[src/rtl/result_demux_if.sv]
// Handshake bundle for the 1-to-2 result demultiplexer: one upstream stream, two consumer streams.
interface result_demux_if #(
   parameter int WIDTH = 32
);
   logic             in_valid;
   logic             in_sel;
   logic [WIDTH-1:0] in_data;
   logic             in_ready;
   logic             out0_valid;
   logic [WIDTH-1:0] out0_data;
   logic             out0_ready;
   logic             out1_valid;
   logic [WIDTH-1:0] out1_data;
   logic             out1_ready;

   modport master (
      output in_valid, in_sel, in_data, out0_ready, out1_ready,
      input  in_ready, out0_valid, out0_data, out1_valid, out1_data
   );

   modport slave (
      input  in_valid, in_sel, in_data, out0_ready, out1_ready,
      output in_ready, out0_valid, out0_data, out1_valid, out1_data
   );
endinterface

[src/rtl/result_demux_1to2.sv]
// Registered 1-to-2 result demultiplexer. Each output owns a small FIFO so a
// stalled consumer only back-pressures beats addressed to it.
module result_demux_1to2 #(
   parameter int WIDTH = 32,
   parameter int DEPTH = 2
) (
   input  logic           clk,
   input  logic           rst,
   result_demux_if.slave  bus
);
   localparam int          PW       = (DEPTH > 1) ? $clog2(DEPTH) : 1;
   localparam logic [PW:0] FULL_CNT = (PW+1)'(DEPTH);

   logic [WIDTH-1:0] mem_q [2][DEPTH];
   logic [PW-1:0]    wr_ptr_q [2];
   logic [PW-1:0]    wr_ptr_d [2];
   logic [PW-1:0]    rd_ptr_q [2];
   logic [PW-1:0]    rd_ptr_d [2];
   logic [PW:0]      count_q  [2];
   logic [PW:0]      count_d  [2];
   logic [1:0]       full;
   logic [1:0]       empty;
   logic [1:0]       push;
   logic [1:0]       pop;
   logic [1:0]       out_ready;

   assign out_ready = {bus.out1_ready, bus.out0_ready};

   // No pass-through when full: in_ready ignores a same-cycle pop.
   assign bus.in_ready = bus.in_sel ? ~full[1] : ~full[0];

   always_comb begin
      for (int i = 0; i < 2; i++) begin
         full[i]     = (count_q[i] == FULL_CNT);
         empty[i]    = (count_q[i] == '0);
         push[i]     = bus.in_valid & (bus.in_sel == 1'(i)) & ~full[i];
         pop[i]      = ~empty[i] & out_ready[i];
         wr_ptr_d[i] = push[i] ? wr_ptr_q[i] + PW'(1) : wr_ptr_q[i];
         rd_ptr_d[i] = pop[i]  ? rd_ptr_q[i] + PW'(1) : rd_ptr_q[i];
         case ({push[i], pop[i]})
            2'b10:   count_d[i] = count_q[i] + (PW+1)'(1);
            2'b01:   count_d[i] = count_q[i] - (PW+1)'(1);
            default: count_d[i] = count_q[i];
         endcase
      end
   end

   always_ff @(posedge clk or posedge rst) begin
      if (rst) begin
         for (int i = 0; i < 2; i++) begin
            wr_ptr_q[i] <= '0;
            rd_ptr_q[i] <= '0;
            count_q[i]  <= '0;
            for (int j = 0; j < DEPTH; j++) begin
               mem_q[i][j] <= '0;
            end
         end
      end else begin
         for (int i = 0; i < 2; i++) begin
            wr_ptr_q[i] <= wr_ptr_d[i];
            rd_ptr_q[i] <= rd_ptr_d[i];
            count_q[i]  <= count_d[i];
            if (push[i]) begin
               mem_q[i][wr_ptr_q[i]] <= bus.in_data;
            end
         end
      end
   end

   assign bus.out0_valid = ~empty[0];
   assign bus.out0_data  = mem_q[0][rd_ptr_q[0]];
   assign bus.out1_valid = ~empty[1];
   assign bus.out1_data  = mem_q[1][rd_ptr_q[1]];

   a_sel_known : assert property (@(posedge clk) disable iff (rst)
      bus.in_valid |-> !$isunknown(bus.in_sel));
endmodule
[src/flat_wrapper.sv]
// flat-port wrapper written by rule: the top's interface ports become plain ports
module result_demux_1to2_flat 
#(
   parameter int WIDTH = 32,
   parameter int DEPTH = 2
)
  (clk, rst, bus_in_valid, bus_in_sel, bus_in_data, bus_out0_ready, bus_out1_ready, bus_in_ready, bus_out0_valid, bus_out0_data, bus_out1_valid, bus_out1_data);
  result_demux_if #(.WIDTH(WIDTH)) bus_i ();
  input  logic clk;
  input  logic rst;
  input wire logic [$bits(bus_i.in_valid)-1:0] bus_in_valid;
  input wire logic [$bits(bus_i.in_sel)-1:0] bus_in_sel;
  input wire logic [$bits(bus_i.in_data)-1:0] bus_in_data;
  input wire logic [$bits(bus_i.out0_ready)-1:0] bus_out0_ready;
  input wire logic [$bits(bus_i.out1_ready)-1:0] bus_out1_ready;
  output wire logic [$bits(bus_i.in_ready)-1:0] bus_in_ready;
  output wire logic [$bits(bus_i.out0_valid)-1:0] bus_out0_valid;
  output wire logic [$bits(bus_i.out0_data)-1:0] bus_out0_data;
  output wire logic [$bits(bus_i.out1_valid)-1:0] bus_out1_valid;
  output wire logic [$bits(bus_i.out1_data)-1:0] bus_out1_data;
  assign bus_i.in_valid = bus_in_valid;
  assign bus_i.in_sel = bus_in_sel;
  assign bus_i.in_data = bus_in_data;
  assign bus_i.out0_ready = bus_out0_ready;
  assign bus_i.out1_ready = bus_out1_ready;
  assign bus_in_ready = bus_i.in_ready;
  assign bus_out0_valid = bus_i.out0_valid;
  assign bus_out0_data = bus_i.out0_data;
  assign bus_out1_valid = bus_i.out1_valid;
  assign bus_out1_data = bus_i.out1_data;
  result_demux_1to2 #(.WIDTH(WIDTH), .DEPTH(DEPTH)) u_core (.clk(clk), .rst(rst), .bus(bus_i));
endmodule
[config.mk]
export PLATFORM = sky130hd
export DESIGN_NAME = result_demux_1to2_flat
export DESIGN_NICKNAME = d
export VERILOG_FILES = /design/src/rtl/result_demux_if.sv /design/src/rtl/result_demux_1to2.sv /design/src/flat_wrapper.sv
export SDC_FILE = /design/constraint.sdc
export NUM_CORES = 1
export LEC_CHECK = 0
export ABC_AREA = 1
export CAP_MARGIN = 20
export CORE_MARGIN = 5
export CORE_UTILIZATION = 50
export CTS_BUF_LIST = sky130_fd_sc_hd__clkbuf_8 sky130_fd_sc_hd__clkbuf_16
export CTS_CLUSTER_SIZE = 20
export DETAILED_ROUTE_END_ITERATION = 7
export GPL_TIMING_DRIVEN = 1
export PLACE_DENSITY = 0.72
export SETUP_SLACK_MARGIN = 0.4
export SLEW_MARGIN = 20
export SYNTH_ARGS = -nofsm -noshare
export SYNTH_HDL_FRONTEND = slang
export SYNTH_SLANG_ARGS = --single-unit
[constraint.sdc]
create_clock -name clk -period 8.35 [get_ports clk]
set_clock_uncertainty 0.2 [all_clocks]
set_input_delay 1.67 -clock clk [delete_from_list [all_inputs] [get_ports clk]]
set_output_delay 1.67 -clock clk [all_outputs]
set_load 0.05 [all_outputs]
==> results of run 1 <==
-- state kept, by name, summed over array words and instances (netlist names) --
register / count
u_core.wr_ptr_q: 2
u_core.count_q: 4
u_core.mem_q: 128
u_core.rd_ptr_q: 2
-- cells in the mapped netlist --
master and number:
buf_2 32, nand2_2 2, buf_4 18, nand3_2 2
ha_1 2, xnor2_1 2, nand2_1 473, nand4_1 130
clkbuf_1 14, inv_2 5, nand3_1 4, inv_1 12
buf_6 3, dfrtp_1 136, buf_8 1, nor2_2 1
mux2_2 1
-- layout make-up --
cell class / instances / area share [%]
multi-input combinational: 617 / 33.58
sequential: 136 / 42.23
tap: 172 / 2.670
timing repair buffer: 116 / 14.04
inverter: 17 / 0.8539
clock inverter: 10 / 0.4968
clock buffer: 22 / 6.133
-- per-layer routing --
layer / vias to the layer above / wire length, µm / GRT usage (%)
met4: 0 / 376 / 11.03
li1: 2863 / - / -
met2: 259 / 9119 / 38.74
met3: 28 / 1353 / 5.703
met5: - / 0 / 0
met1: 2929 / 8081 / 32.74
-- per-stage QoR --
stage	power [µW]	hold slack [ns]	instances
floorplan	2695	0.2417	838
global placement	3346	0.2522	1058
detailed placement	3397	0.2580	1058
CTS	4079	0.2714	1090
global route	4310	0.2865	1090
finish	4074	0.2694	1090
-- logic make-up after synthesis --
kind of cell | Yosys count | synth area share, %
adders and majority gates | 2 | 0.3811
muxes | 1 | 0.1715
DFF | 136 | 51.84
xor gates and xnor gates | 2 | 0.2669
buffers and inverters | 85 | 7.013
and+or+nand+nor | 612 | 40.33
-- critical path: stages --
cell and delay [ns]:
clkdlybuf4s50_1 0.55, mux2_2 0.35, clkdlybuf4s50_1 0.70
-- power by group through the flow --
stage / clock, µW / combinational, µW / sequential [µW]
floorplan: 0 / 1600 / 1100
global placement: 0 / 2220 / 1120
detailed placement: 0 / 2260 / 1140
CTS: 678 / 2270 / 1130
global route: 707 / 2430 / 1170
finish: 674 / 2270 / 1130
-- path summary, 6_finish.rpt --
| path | startpoint | slack, ns | cells after the start | endpoint |
|---|---|---|---|---|
| max in group asynchronous | rst | 5.07 | 3 | u_core.mem_q[30] |
| hold reg to reg | u_core.mem_q[84] | 0.27 | 2 | u_core.mem_q[84] |
| hold / removal | u_core.mem_q[84] | 0.27 | 2 | u_core.mem_q[84] |
| setup / recovery | bus_in_sel | 3.21 | 3 | bus_in_ready |
| min in group asynchronous | rst | 1.50 | 2 | u_core.mem_q[27] |
| setup reg to reg | u_core.count_q[0] | 5.56 | 7 | u_core.mem_q[23] |
==> flow_metrics.tcl, run 1 <==
set metrics [dict create \
    worstPathRequired_ns 6.48 \
    hp-class "flop to flop" \
    arrival_ns 3.27 \
    max-cap-violations 0 \
    coreArea_mm2 0.01272 \
    status "completed" \
    synth.top_cell.area_share_pct 51.84 \
    antenna_found_initial 0 \
    period_needed_ns 5.144 \
    dr.pass1.iters 5 \
    drt_wl_total_um 18930 \
    dieArea_mm2 0.01552 \
    fin_nets 945 \
    final_util_pct 63.35 \
    clk_path_buf_depth 2 \
    worstSetupStartpointType "input pin" \
    ys_seq_area_share_pct 51.84 \
    critPathMaxFanout 3 \
    ir_drop_mv 0.3667 \
    seq_area_mm2 0.003403 \
    grt.total_usage_pct 24.69 \
    grt_max_degree 72 \
    rsz0062_at_grt "false" \
    insertion_delay_ns 0.41 \
    cp-end-kind "output port" \
    place_area_mm2 0.007525 \
    worstSetupPathType "input pin to output port" \
    max_slew_margin_pct 39.09 \
    htreeDepth 4 \
    ys_warn_count 0 \
    cts.clk_slew.worst_paths_ns 0.05 \
    vias 6079 \
    clockRootBuffer "clkbuf_16" \
    gp_congestion 0.8080 \
    seqPwrFrac_pct 27.8 \
    io_buffers 104 \
    layout_commonest_cell "nand2_1" \
    n_antenna_cell 0 \
    io_pins 105 \
    syn_inst 838 \
    switchingPower_uw 2052 \
    p_leak_uw 0.004244 \
    dp_worst_setup_slack_ns 3.198 \
    synth_area_mm2 0.006565 \
    cts_buffers 17 \
    final_antenna_net_count 0 \
    grt_pass1_wl_um 31160 \
    dp_hpwl_um 10900 \
    drive_gt1_share_pct 5.338 \
    cts_resized 0 \
    min_period_over_period_pct 61.61 \
    synth.avg_cell_area_um2 7.834 \
    drv_slew 0 \
    row_count 41 \
    initial_core_util_pct 51.60 \
    worstMarginPinSlew_ns 0.9126 \
    die_y_um 124.6 \
    synth.distinct_cells 17 \
    nFillCells 1152 \
    finalInstanceArea_mm2 0.008059 \
    layout_common_cells "nand2_1, dfrtp_1, nand4_1" \
    synth_area_leaders "dfrtp_1, nand2_1, nand4_1, buf_2, buf_4" \
    drt_iter0_drc 564 \
    p_per_area_mw_per_mm2 505.5 \
    dieWidth_um 124.6 \
    switching_share_pct 50.37 \
    synth-seq-cells 136 \
    grt-ovfl-total 0 \
    routedWlPerCell_um 17.37 \
    combPwrFrac_pct 55.6 \
    drc 0 \
    synth_area_leader_cell "dfrtp_1" \
    synth_nets 878 \
    holdBufCountCts 0 \
    finalSetupViolations 0 \
    power.internal_uw 2022 \
    worst_slack_ns 3.206 \
    viasPerCell 5.577 \
    cts_tree "built" \
    finalHoldViolCount 0 \
    power_frac_clock_pct 16.5 \
    fin_setup_tns_ns 0 \
    postCtsSetupRepairBufs 0 \
    syn_to_final_growth_pct 22.76 \
    multi_input_area_mm2 0.002706 \
    timing.fmax_mhz 194.4 \
    grt_pass1_vias 6065 \
    numClockSinks 136 \
]
Note: power is estimated with default switching activity, not from simulation.
==> run 2: changes to the inputs <==
Clock period 8.35 ns to 5.2 ns, I/O delays scaled along.
==> run 2 against run 1 <==
Compared with the run above:
- count of clock-buffer cells in the layout increased by 3
- critical endpoint unchanged
- combinational power increased by 61%
- critical path type unchanged
- highest routed layer unchanged
- sequential share of layout area is 0.19 points lower
- largest cell class unchanged
==> flow_metrics.tcl, run 2 (synthesis results as in run 1) <==
set metrics [dict create \
    drv_slew 0 \
    numClockSinks 136 \
    worstSetupStartpointType "input pin" \
    grt_max_degree 137 \
    hp-class "flop to flop" \
    insertion_delay_ns 0.42 \
    fin_nets 945 \
    p_leak_uw 0.004246 \
    arrival_ns 2.64 \
    grt_pass1_vias 6146 \
    seq_area_mm2 0.003403 \
    viasPerCell 5.660 \
    max_slew_margin_pct 37.85 \
    worst_slack_ns 1.316 \
    initial_core_util_pct 51.60 \
    max-cap-violations 0 \
    grt.total_usage_pct 24.85 \
    coreArea_mm2 0.01272 \
    vias 6164 \
    critPathMaxFanout 3 \
    status "completed" \
    row_count 41 \
    cts_buffers 17 \
    dieWidth_um 124.6 \
    rsz0062_at_grt "false" \
    place_area_mm2 0.007536 \
    routedWlPerCell_um 17.63 \
    grt_pass1_wl_um 31570 \
    gp_congestion 0.7763 \
    largest-register "u_core.mem_q" \
    top_regs "u_core.mem_q x128, u_core.count_q x4" \
    io_pins 105 \
    worstPathRequired_ns 3.96 \
    timing.fmax_mhz 257.5 \
    final_util_pct 63.63 \
    worstMarginPinSlew_ns 0.9312 \
    min_period_over_period_pct 74.69 \
    period_needed_ns 3.884 \
    drc 0 \
    postCtsSetupRepairBufs 0 \
    final_antenna_net_count 0 \
    largest_reg_flops 128 \
    worstSetupPathType "input pin to output port" \
    cts_tree "built" \
    whs_ns 0.2687 \
    multi_input_area_mm2 0.002706 \
    finalInstanceArea_mm2 0.008095 \
    dp_worst_setup_slack_ns 1.312 \
    p_per_area_mw_per_mm2 815.0 \
    n_antenna_cell 0 \
    holdBufCountCts 0 \
    clockRootBuffer "clkbuf_16" \
    fin_setup_tns_ns 0 \
    ir_drop_mv 0.4207 \
    nFillCells 1147 \
    cp-end-kind "output port" \
    dp_hpwl_um 11140 \
    cts.clk_slew.worst_paths_ns 0.05 \
    syn_to_final_growth_pct 23.31 \
    drive_gt1_share_pct 5.562 \
    finalHoldViolCount 0 \
    die_y_um 124.6 \
    grt-ovfl-total 0 \
    drt_iter0_drc 788 \
    clk_path_buf_depth 2 \
    dieArea_mm2 0.01552 \
    finalSetupViolations 0 \
    antenna_found_initial 0 \
    layout_commonest_cell "nand2_1" \
    dr.pass1.iters 5 \
    cts_resized 0 \
    io_buffers 104 \
    drt_wl_total_um 19200 \
    htreeDepth 4 \
    layout_common_cells "nand2_1, dfrtp_1, nand4_1" \
]
run 2: changes by cell type in the layout (fill, tap and decap cells not counted), sizes merged:
cell	before	now
clkinvlp	0	1
inv	25	21
clkinv	2	1
clkbuf	22	25
run 2: path summary, 6_finish.rpt:
kind / from / end / slack (ns) / depth (start not counted)
min reg2reg: u_core.mem_q[125] / u_core.mem_q[125] / 0.27 / 2
max in group asynchronous: rst / u_core.mem_q[55] / 3.28 / 3
min in group asynchronous: rst / u_core.count_q[1] / 0.97 / 3
max: bus_in_sel / bus_in_ready / 1.32 / 3
min: u_core.mem_q[125] / u_core.mem_q[125] / 0.27 / 2
max reg2reg: u_core.count_q[0] / u_core.mem_q[49] / 2.43 / 6
run 2: per-layer routing:
layer	share of wire (%)	track usage [%]
met1	43	33.25
met2	48	40.01
met3	6.9	5.317
met4	1.9	8.962
met5	0	0
run 2: cell type report:
| type | count | area share [%] |
|---|---|---|
| flip-flops and latches | 136 | 42.04 |
| clock inverters | 6 | 0.2937 |
| clock buffers | 25 | 6.615 |
| multi-input cells | 617 | 33.43 |
| well taps | 172 | 2.658 |
| repair buffers | 116 | 14.13 |
| inverters | 17 | 0.8346 |
run 2: metrics by stage:
| stage | cells | total power (µW) |
|---|---|---|
| after global placement | 1058 | 5386 |
| after global routing | 1089 | 6966 |
| after CTS | 1089 | 6602 |
| after detailed placement | 1058 | 5462 |
| after floorplan | 838 | 4327 |
| final | 1089 | 6598 |
run 2: critical path, cell delays in order:
cell and delay, ns:
clkdlybuf4s50_1 0.55, mux2_2 0.35, clkdlybuf4s50_1 0.70
run 2: power breakdown:
part	switching (µW)	leakage, µW	internal, µW
clock	418	0.000298	699
combinational	2610	0.00226	1040
sequential	277	0.00169	1560
total	3310	0.00425	3290
